--- src/rtl/occupancy_map_updater_if.sv ---
// Cell-update request stream, clear control and simple dual-port map RAM port bundle.
// No logic: master is the tracer/RAM environment, slave is the updater.
// Backpressure: cell_ready from the slave qualifies cell_we from the master.
interface occupancy_map_updater_if #(
    parameter int X_W   = 8,
    parameter int Y_W   = 8,
    parameter int LOG_W = 8
);
    logic                   cell_we;
    logic                   cell_is_free;
    logic [X_W-1:0]         cell_x;
    logic [Y_W-1:0]         cell_y;
    logic                   cell_ready;
    logic                   clear_start;
    logic                   busy;
    logic [X_W+Y_W-1:0]     ram_raddr;
    logic [LOG_W-1:0]       ram_rdata;
    logic                   ram_we;
    logic [X_W+Y_W-1:0]     ram_waddr;
    logic [LOG_W-1:0]       ram_wdata;

    modport master (
        output cell_we, cell_is_free, cell_x, cell_y, clear_start, ram_rdata,
        input  cell_ready, busy, ram_raddr, ram_we, ram_waddr, ram_wdata
    );

    modport slave (
        input  cell_we, cell_is_free, cell_x, cell_y, clear_start, ram_rdata,
        output cell_ready, busy, ram_raddr, ram_we, ram_waddr, ram_wdata
    );
endinterface

--- src/rtl/occupancy_map_updater.sv ---
// Saturating log-odds read-modify-write of occupancy cells, with forwarding and whole-map clear.
// Latency: request accepted at cycle t is written to the RAM at cycle t+2; throughput 1/cycle.
// Backpressure: cell_ready drops while draining/clearing and on the cycle clear_start is seen.
module occupancy_map_updater #(
    parameter int X_W     = 8,
    parameter int Y_W     = 8,
    parameter int LOG_W   = 8,
    parameter int L_OCC   = 9,
    parameter int L_FREE  = 3,
    parameter int LOG_MAX = 127,
    parameter int LOG_MIN = -127
) (
    input  logic                     clock,
    input  logic                     reset,
    occupancy_map_updater_if.slave   bus
);
    localparam int ADDR_W = X_W + Y_W;
    localparam logic signed [LOG_W:0] SAT_HI = (LOG_W+1)'(LOG_MAX);
    localparam logic signed [LOG_W:0] SAT_LO = (LOG_W+1)'(LOG_MIN);
    localparam logic signed [LOG_W:0] INC    = (LOG_W+1)'(L_OCC);
    localparam logic signed [LOG_W:0] DEC    = (LOG_W+1)'(-L_FREE);

    typedef enum logic [1:0] {ST_RUN, ST_DRAIN, ST_CLEAR} state_t;

    state_t                state_q, state_d;
    logic [ADDR_W-1:0]     clr_cnt_q, clr_cnt_d;
    logic                  s1_vld_q, s1_vld_d, s1_free_q, s1_free_d;
    logic [ADDR_W-1:0]     s1_addr_q, s1_addr_d;
    logic                  s2_vld_q, s2_vld_d;
    logic [ADDR_W-1:0]     s2_addr_q, s2_addr_d;
    logic [LOG_W-1:0]      s2_dat_q, s2_dat_d;
    logic                  s3_vld_q, s3_vld_d;
    logic [ADDR_W-1:0]     s3_addr_q, s3_addr_d;
    logic [LOG_W-1:0]      s3_dat_q, s3_dat_d;

    logic                  ready;
    logic                  accept;
    logic [ADDR_W-1:0]     req_addr;
    logic [LOG_W-1:0]      old_val;
    logic signed [LOG_W:0] sum;

    assign req_addr = {bus.cell_y, bus.cell_x};
    assign accept   = ready & bus.cell_we;

    // State, clear counter and pipeline registers; reset drops anything in flight.
    always_ff @(posedge clock) begin
        if (reset) begin
            state_q   <= ST_RUN;
            clr_cnt_q <= '0;
            s1_vld_q  <= 1'b0;
            s1_free_q <= 1'b0;
            s1_addr_q <= '0;
            s2_vld_q  <= 1'b0;
            s2_addr_q <= '0;
            s2_dat_q  <= '0;
            s3_vld_q  <= 1'b0;
            s3_addr_q <= '0;
            s3_dat_q  <= '0;
        end else begin
            state_q   <= state_d;
            clr_cnt_q <= clr_cnt_d;
            s1_vld_q  <= s1_vld_d;
            s1_free_q <= s1_free_d;
            s1_addr_q <= s1_addr_d;
            s2_vld_q  <= s2_vld_d;
            s2_addr_q <= s2_addr_d;
            s2_dat_q  <= s2_dat_d;
            s3_vld_q  <= s3_vld_d;
            s3_addr_q <= s3_addr_d;
            s3_dat_q  <= s3_dat_d;
        end
    end

    // Mode sequencing: run, wait for the pipeline to empty, sweep the whole map to zero.
    always_comb begin
        state_d   = state_q;
        ready     = 1'b0;
        clr_cnt_d = '0;
        case (state_q)
            ST_RUN: begin
                ready = ~bus.clear_start;
                if (bus.clear_start) state_d = ST_DRAIN;
            end
            ST_DRAIN: begin
                if (!s1_vld_q && !s2_vld_q) state_d = ST_CLEAR;
            end
            ST_CLEAR: begin
                clr_cnt_d = clr_cnt_q + 1'b1;
                if (clr_cnt_q == {ADDR_W{1'b1}}) state_d = ST_RUN;
            end
            default: state_d = ST_RUN;
        endcase
    end

    // Datapath: forward the newest in-flight value for the cell, add and saturate.
    always_comb begin
        s1_vld_d  = accept;
        s1_free_d = bus.cell_is_free;
        s1_addr_d = req_addr;

        if (s2_vld_q && s2_addr_q == s1_addr_q)      old_val = s2_dat_q;
        else if (s3_vld_q && s3_addr_q == s1_addr_q) old_val = s3_dat_q;
        else                                         old_val = bus.ram_rdata;

        sum = $signed({old_val[LOG_W-1], old_val}) + (s1_free_q ? DEC : INC);

        s2_vld_d  = s1_vld_q;
        s2_addr_d = s1_addr_q;
        if (sum > SAT_HI)      s2_dat_d = SAT_HI[LOG_W-1:0];
        else if (sum < SAT_LO) s2_dat_d = SAT_LO[LOG_W-1:0];
        else                   s2_dat_d = sum[LOG_W-1:0];

        // The sweep rewrites every cell, so the last-written copy must not survive it.
        s3_vld_d  = s2_vld_q && !(state_q == ST_DRAIN && state_d == ST_CLEAR);
        s3_addr_d = s2_addr_q;
        s3_dat_d  = s2_dat_q;
    end

    // Port drive: RAM writes come from S2 or the clear sweep; reset forces the idle values.
    always_comb begin
        bus.cell_ready = ready;
        bus.busy       = (state_q == ST_DRAIN) || (state_q == ST_CLEAR);
        bus.ram_raddr  = accept ? req_addr : '0;
        if (state_q == ST_CLEAR) begin
            bus.ram_we    = 1'b1;
            bus.ram_waddr = clr_cnt_q;
            bus.ram_wdata = '0;
        end else begin
            bus.ram_we    = s2_vld_q;
            bus.ram_waddr = s2_addr_q;
            bus.ram_wdata = s2_dat_q;
        end
        if (reset) begin
            bus.cell_ready = 1'b1;
            bus.busy       = 1'b0;
            bus.ram_raddr  = '0;
            bus.ram_we     = 1'b0;
            bus.ram_waddr  = '0;
            bus.ram_wdata  = '0;
        end
    end
endmodule

--- src/flat_wrapper.sv ---
// flat-port wrapper written by rule: the top's interface ports become plain ports
module occupancy_map_updater_flat 
#(
    parameter int X_W     = 8,
    parameter int Y_W     = 8,
    parameter int LOG_W   = 8,
    parameter int L_OCC   = 9,
    parameter int L_FREE  = 3,
    parameter int LOG_MAX = 127,
    parameter int LOG_MIN = -127
)
  (clock, reset, bus_cell_we, bus_cell_is_free, bus_cell_x, bus_cell_y, bus_clear_start, bus_ram_rdata, bus_cell_ready, bus_busy, bus_ram_raddr, bus_ram_we, bus_ram_waddr, bus_ram_wdata);
  occupancy_map_updater_if #(.X_W(X_W), .Y_W(Y_W), .LOG_W(LOG_W)) bus_i ();
  input  logic clock;
  input  logic reset;
  input wire logic [$bits(bus_i.cell_we)-1:0] bus_cell_we;
  input wire logic [$bits(bus_i.cell_is_free)-1:0] bus_cell_is_free;
  input wire logic [$bits(bus_i.cell_x)-1:0] bus_cell_x;
  input wire logic [$bits(bus_i.cell_y)-1:0] bus_cell_y;
  input wire logic [$bits(bus_i.clear_start)-1:0] bus_clear_start;
  input wire logic [$bits(bus_i.ram_rdata)-1:0] bus_ram_rdata;
  output wire logic [$bits(bus_i.cell_ready)-1:0] bus_cell_ready;
  output wire logic [$bits(bus_i.busy)-1:0] bus_busy;
  output wire logic [$bits(bus_i.ram_raddr)-1:0] bus_ram_raddr;
  output wire logic [$bits(bus_i.ram_we)-1:0] bus_ram_we;
  output wire logic [$bits(bus_i.ram_waddr)-1:0] bus_ram_waddr;
  output wire logic [$bits(bus_i.ram_wdata)-1:0] bus_ram_wdata;
  assign bus_i.cell_we = bus_cell_we;
  assign bus_i.cell_is_free = bus_cell_is_free;
  assign bus_i.cell_x = bus_cell_x;
  assign bus_i.cell_y = bus_cell_y;
  assign bus_i.clear_start = bus_clear_start;
  assign bus_i.ram_rdata = bus_ram_rdata;
  assign bus_cell_ready = bus_i.cell_ready;
  assign bus_busy = bus_i.busy;
  assign bus_ram_raddr = bus_i.ram_raddr;
  assign bus_ram_we = bus_i.ram_we;
  assign bus_ram_waddr = bus_i.ram_waddr;
  assign bus_ram_wdata = bus_i.ram_wdata;
  occupancy_map_updater #(.X_W(X_W), .Y_W(Y_W), .LOG_W(LOG_W), .L_OCC(L_OCC), .L_FREE(L_FREE), .LOG_MAX(LOG_MAX), .LOG_MIN(LOG_MIN)) u_core (.clock(clock), .reset(reset), .bus(bus_i));
endmodule
--- config.mk ---
export PLATFORM = sky130hd
export DESIGN_NAME = occupancy_map_updater_flat
export DESIGN_NICKNAME = d
export VERILOG_FILES = /design/src/rtl/occupancy_map_updater_if.sv /design/src/rtl/occupancy_map_updater.sv /design/src/flat_wrapper.sv
export SDC_FILE = /design/constraint.sdc
export NUM_CORES = 1
export LEC_CHECK = 0
export BUFFER_PORTS_ARGS = -buffer_cell sky130_fd_sc_hd__buf_2
export CAP_MARGIN = 20
export CELL_PAD_IN_SITES_DETAIL_PLACEMENT = 1
export CELL_PAD_IN_SITES_GLOBAL_PLACEMENT = 2
export CORE_ASPECT_RATIO = 0.7
export CORE_MARGIN = 2
export CORE_UTILIZATION = 34
export CTS_BUF_LIST = sky130_fd_sc_hd__clkbuf_16
export CTS_CLUSTER_DIAMETER = 30
export DETAILED_ROUTE_END_ITERATION = 10
export PLACE_DENSITY_LB_ADDON = 0.1
export REMOVE_ABC_BUFFERS = 1
export SETUP_SLACK_MARGIN = 0.05
export SLEW_MARGIN = 20
export SYNTH_ARGS = -nofsm -noshare
export SYNTH_HDL_FRONTEND = slang
export SYNTH_SLANG_ARGS = --single-unit
--- constraint.sdc ---
create_clock -name clock -period 4 [get_ports clock]
set_input_delay 0.2 -clock clock [delete_from_list [all_inputs] [get_ports clock]]
set_output_delay 0.2 -clock clock [all_outputs]
set_load 0.01 [all_outputs]
Word level (Yosys, flattened, before mapping)

Index checks and enable logic that the tools add are counted.

Add/subtract/negate cells: 2
$lt $le $gt $ge: 2
Equality and inequality tests: 6
Muxes and demuxes: 20
Bitwise gates (word level): 3
Reduce and logical (&&, ||, !) cells: 12

Operator list:

| cell                  | number |
|---|---|
| $mux 16               | 4 |
| $mux 8                | 5 |
| $eq 16x16->1          | 2 |
| $add 16x1->16 const B | 1 |
| $eq 16x16->1 const B  | 1 |
| $add 8x9->9           | 1 |
| $gt 9x8->1 const B    | 1 |
| $lt 9x8->1 const B    | 1 |
| $mux 9                | 1 |
| $mux 7                | 1 |
| $mux 2                | 3 |
| $pmux 2 s3            | 1 |
| $logic_and 1x1->1     | 5 |
| $mux 1                | 5 |
| $eq 2x2->1 const B    | 2 |
| $reduce_or 2->1       | 2 |
| $logic_not 1->1       | 3 |
| $eq 2x1->1 const B    | 1 |
| $logic_not 2->1       | 1 |
| $not 1->1             | 2 |
| $and 1x1->1           | 1 |
| $logic_or 1x1->1      | 1 |

Register bits after elaboration: 86
Bits of input ports: 29
Word-level logic and storage cells: 57

Depth between registers and ports, before layout

Depth after elaboration: 8
Mapped depth: 18
Depth with buffers taken out: 16

Worst setup path before layout

OpenSTA, ideal clock, no wires.

Kind: reg2reg
Start: reg u_core.s2_addr_q[0]
End: reg u_core.s2_dat_q[1]
Setup time: 95 ps
Data arrival time: 3563 ps
Setup slack: 342 ps
Cell stages (with the launch flop): 19
Buffers on the path: 2
Period minus slack after synthesis: 3658 ps
Cells stage by stage: dfxtp_1 > xor2_1 > or4_4 > nor3_4 > nand2_1 > clkbuf_1 > nor2_1 > a21oi_1 > ha_1 > clkbuf_1 > o21a_1 > nor2_1 > o21ai_0 > a22oi_1 > a21boi_0 > nand4_1 > nand2_1 > o41ai_2 > a221oi_1

Longest elaborated chain between the ends: 7
Elaborated cells on any way between the ends: 8

Ends and longest elaborated chain:

| item                   | line                         | source |
|---|---|---|
| from (decl)            | occupancy_map_updater.sv:30  | `logic [ADDR_W-1:0] s2_addr_q, s2_addr_d;` |
| from (signal assigned) | occupancy_map_updater.sv:66  | `s2_addr_q <= s2_addr_d;` |
| $eq 16x16->1 *         | occupancy_map_updater.sv:101 | `if (s2_vld_q && s2_addr_q == s1_addr_q) old_val = s2_dat_q;` |
| $logic_and 1x1->1 *    | occupancy_map_updater.sv:101 |  |
| $mux 8 *               | occupancy_map_updater.sv:101 |  |
| $add 8x9->9 *          | occupancy_map_updater.sv:105 | `sum = $signed({old_val[LOG_W-1], old_val}) + (s1_free_q ? DEC : INC);` |
| $lt 9x8->1             | occupancy_map_updater.sv:110 | `else if (sum < SAT_LO) s2_dat_d = SAT_LO[LOG_W-1:0];` |
| $mux 8                 | occupancy_map_updater.sv:110 |  |
| $mux 7 *               | occupancy_map_updater.sv:109 | `if (sum > SAT_HI) s2_dat_d = SAT_HI[LOG_W-1:0];` |
| to (signal assigned)   | occupancy_map_updater.sv:67  | `s2_dat_q <= s2_dat_d;` |
| to (decl)              | occupancy_map_updater.sv:31  | `logic [LOG_W-1:0] s2_dat_q, s2_dat_d;` |

Mark *: on every way between the ends. The rest lies on a longest branch, timed or not.
A chain may end at the register's enable or synchronous reset.

Worst setup path in the final report

Start: reg u_core.s2_addr_q[0]
End: reg u_core.s2_dat_q[4]

Same word-level chain as after synthesis.

==> summary.txt <==
Global routing
  – Largest net degree at the start of global routing: 56
  – Grt total ovfl: 0
  – First-pass GRT wire length: about 20000 µm
  – Vias in the first global route: ~3500
  – Initial antenna violation count: 0
  – All-Layer GR Usage: approximately 20%

Job
  – Max-Cap Viols: 0

Synthesis
  – Synth Cell Area: about 4300 µm²
  – Mapped Cells: 470
  – Yosys reg bits: between 80 and 90
  – Async set or reset register ratio after synthesis: 0%
  – EDFF count, synth: 0
  – Count of cell types in the netlist: between 40 and 50
  – Syn avg cell area: about 9 µm²
  – YS warnings: 0
  – Dominant synthesized flop cell: dfxtp_1
  – Register area share after synthesis: between 40% and 50%

Clock tree
  – Post-CTS Hold Buffers: 0
  – CTS H-tree depth: 3
  – Worst-path clk slew: about 0.07 ns
  – CTS buffer count: 9
  – Num Clock Sinks: 86
  – Clock Path Buffers: 2
  – Worst-Skew Late Latency: about 0.34 ns
  – CTS tree: yes
  – Clock Tree Root: clkbuf_16

Power
  – Peak supply drop: just over 0.2 mV
  – Switching share of power: 29.1%
  – Pwr per Cell Area: around 400 nW/µm²
  – Leak: ~2.3 nW
  – Sequential Power Share: a little under half
  – Comb pwr share: between 10% and 20%
  – Clock power frac: between 30 and 40%
  – Sw Pwr: 0.607 mW
  – Internal power: about 1.5 mW

Route
  – DRC Markers: 0
  – DR vias: about 3500
  – Iter 0 DRT Violations: approximately 200
  – Pre-antenna DRT Iters: 4
  – DR vias/cell: approximately 5
  – WL/cell: ~17 µm
  – ANT nets after route: 0
  – Final wirelength: between 10000 and 15000 µm

Worst setup path
  – Slowest stage delay, CP: approximately 0.57 ns
  – Critical Path End Type: flip-flop
  – Slowest cell on the critical path: or4_4
  – Critical path required time: approximately 4.2 ns
  – CP Cell Sequence: xor2_1, or4_4, nor3_4, nand2_4, buf_4, nor2_1, a21oi_1, ha_1, a21oi_2, a31oi_1, xor2_2, a41oi_2, a221oi_2
  – R2r setup slk: roughly 0.26 ns
  – Kind of critical path: reg2reg
  – R2r worst-path depth: 13
  – Crit start category: flip-flop
  – Max FO, Critical Path: 9
  – Reg2reg end: u_core.s2_dat_q[4]
  – CP arrival: between 3 and 4 ns
  – Worst reg2reg startpoint: u_core.s2_addr_q[0]

Floorplanning
  – Num ports: between 70 and 80
  – DIE WIDTH: 138 µm
  – Cell row count: 34
  – Core Area: ~12000 µm²
  – Die height: approximately 100 µm
  – Initial Util: approximately 35%
  – Die area: approximately 13000 µm²

Hold path
  – HP Class: in2reg
  – Hold-critical path depth: 2
  – Hold EP: u_core.s1_addr_q[8]
  – Hold_sp: bus_cell_y[0]

Final layout
  – Layout Nets: between 500 and 600
  – Layout area overhead: 21.7%
  – Finished Core Util: a little over two fifths
  – Layout cells sized above 1: about 22%
  – Most common cell after layout, fill and taps aside: dfxtp_1
  – Commonest cells after routing, fill and taps aside: dfxtp_1 (86), buf_2 (71), nor2b_1 (61)
  – ANT cells: 0

Timing
  – RSZ-0062 raised after global routing: no
  – Setup Viol. Count Final: 0
  – Clock skew: 0.00841 ns
  – Hold Vio Cnt, Final: 0
  – Tcrit/Tclk final: a little over 90%
  – Fin Hold WS: 0.0834 ns
  – Slew Limit Fails: 0
  – Fmax: approximately 270 MHz
  – Max_slew headroom: between 50% and 60%
  – Final min period: between 3 and 4 ns
  – Slew @ Worst Pin: 0.739 ns

Placement
  – Port-buffer cells: 71
  – GPL Wtd Cong: 0.825
  – Post-DP HPWL: roughly 9500 µm

Run status
  – Status: finished clean
## sequential cells by signal, summed over array words and instances (netlist names)
name	cells
u_core.s1_vld_q	1
u_core.s3_addr_q	16
u_core.s3_dat_q	8
u_core.s1_addr_q	16
u_core.clr_cnt_q	16
u_core.s2_vld_q	1
u_core.state_q	2
u_core.s1_free_q	1
u_core.s3_vld_q	1
u_core.s2_addr_q	16
u_core.s2_dat_q	8
## cell families (layout without fill, tap and decap cells)
kind of cell / count (synthesis) / count (layout) / synth area share (%)
AND/OR/NAND/NOR: 209 / 209 / 27.9
AO/OA/AOI/OAI: 58 / 58 / 9.52
flip-flops: 86 / 86 / 40.4
XOR/XNOR: 49 / 49 / 10.1
multiplexers: 24 / 24 / 5.64
adder cells (fa/ha/maj): 12 / 12 / 3.53
buffers and inverters: 32 / 113 / 2.85
## power groups by stage
stage / Combinational [mW] / Clock, mW / Sequential (mW)
2_1_floorplan: 0.225 / 0 / 0.946
3_3_place_gp: 0.349 / 0 / 0.964
3_5_place_dp: 0.350 / 0 / 0.964
4_1_cts: 0.355 / 0.784 / 0.945
5_1_grt: 0.417 / 0.819 / 0.951
6_report: 0.378 / 0.760 / 0.945
## cell type report
class                   instances  area (µm²)
well taps                     162         203
flip-flops and latches         86        1720
inverters                      13        48.8
clock buffers                   9         225
repair buffers                 84         453
fillers                      1482        7160
clock inverters                 7        40.0
multi-input cells             352        2490
## layer usage
metal	GRT usage, %	routed length, µm
met1	31.9	7100
met2	25.5	4600
met3	5.22	676
met4	2.83	70
met5	0	0
## synthesized netlist by cell type (all sizes together) (2+ instances only)
library cell	n	area share, %
mux2i	24	5.6
nor2	53	4.7
o21ai	13	1.8
and3	5	0.73
buf	4	0.38
nor2b	61	9.0
inv	13	1.1
nor3	8	1.5
xnor2	12	2.5
a21oi	19	2.3
a221oi	3	0.62
and2	26	3.8
nand2	16	1.4
ha	12	3.5
a21boi	2	0.44
a31oi	2	0.29
nor4	7	1.4
a2111oi	2	0.56
o22ai	3	0.44
nand3	11	1.4
a41oi	2	0.41
and4	9	1.9
clkbuf	15	1.3
nand3b	2	0.44
o21a	4	0.71
nand4	8	1.2
dfxtp	86	40
xor2	37	7.6
## worst max path at each step
stage / from / end / slack [ns]
finish: u_core.s2_addr_q[0] / u_core.s2_dat_q[4] / 0.26
CTS: u_core.s1_addr_q[7] / u_core.s2_dat_q[4] / 0.13
global route: u_core.s2_addr_q[0] / u_core.s2_dat_q[1] / 0.04
detailed placement: u_core.s2_addr_q[0] / u_core.s2_dat_q[4] / -0.08
global placement: u_core.s2_addr_q[0] / u_core.s2_dat_q[1] / 0.06
floorplan: u_core.s2_addr_q[0] / u_core.s2_dat_q[1] / 0.46
## timing repair
item	in CTS	in global routing
gates resized for setup	3	14
buffers inserted	0	4
pin swaps	0	8
setup endpoints to repair	4	7
## critical path, delay by kind of cell (launching register included)
kind | cells | cell delay, ns
xor gates and xnor gates | 2 | 0.57
DFF | 1 | 0.34
and+or+nand+nor | 4 | 1.02
buffers and inverters | 1 | 0.18
AOI/OAI and AO/OA | 5 | 1.19
adders and majority gates | 1 | 0.34
## per-stage QoR
step | instance area, µm² | instances | setup slack [ns] | TNS, ns | power [mW]
2_1_floorplan | 4180 | 451 | 0.457 | 0 | 1.17
3_3_place_gp | 4810 | 693 | 0.0599 | 0 | 1.31
3_5_place_dp | 4810 | 693 | -0.0832 | -0.144 | 1.31
4_1_cts | 5080 | 709 | 0.132 | 0 | 2.08
5_1_grt | 5180 | 713 | 0.0422 | 0 | 2.19
6_report | 5180 | 713 | 0.264 | 0 | 2.08
Note: power is estimated with default switching activity, not from simulation.
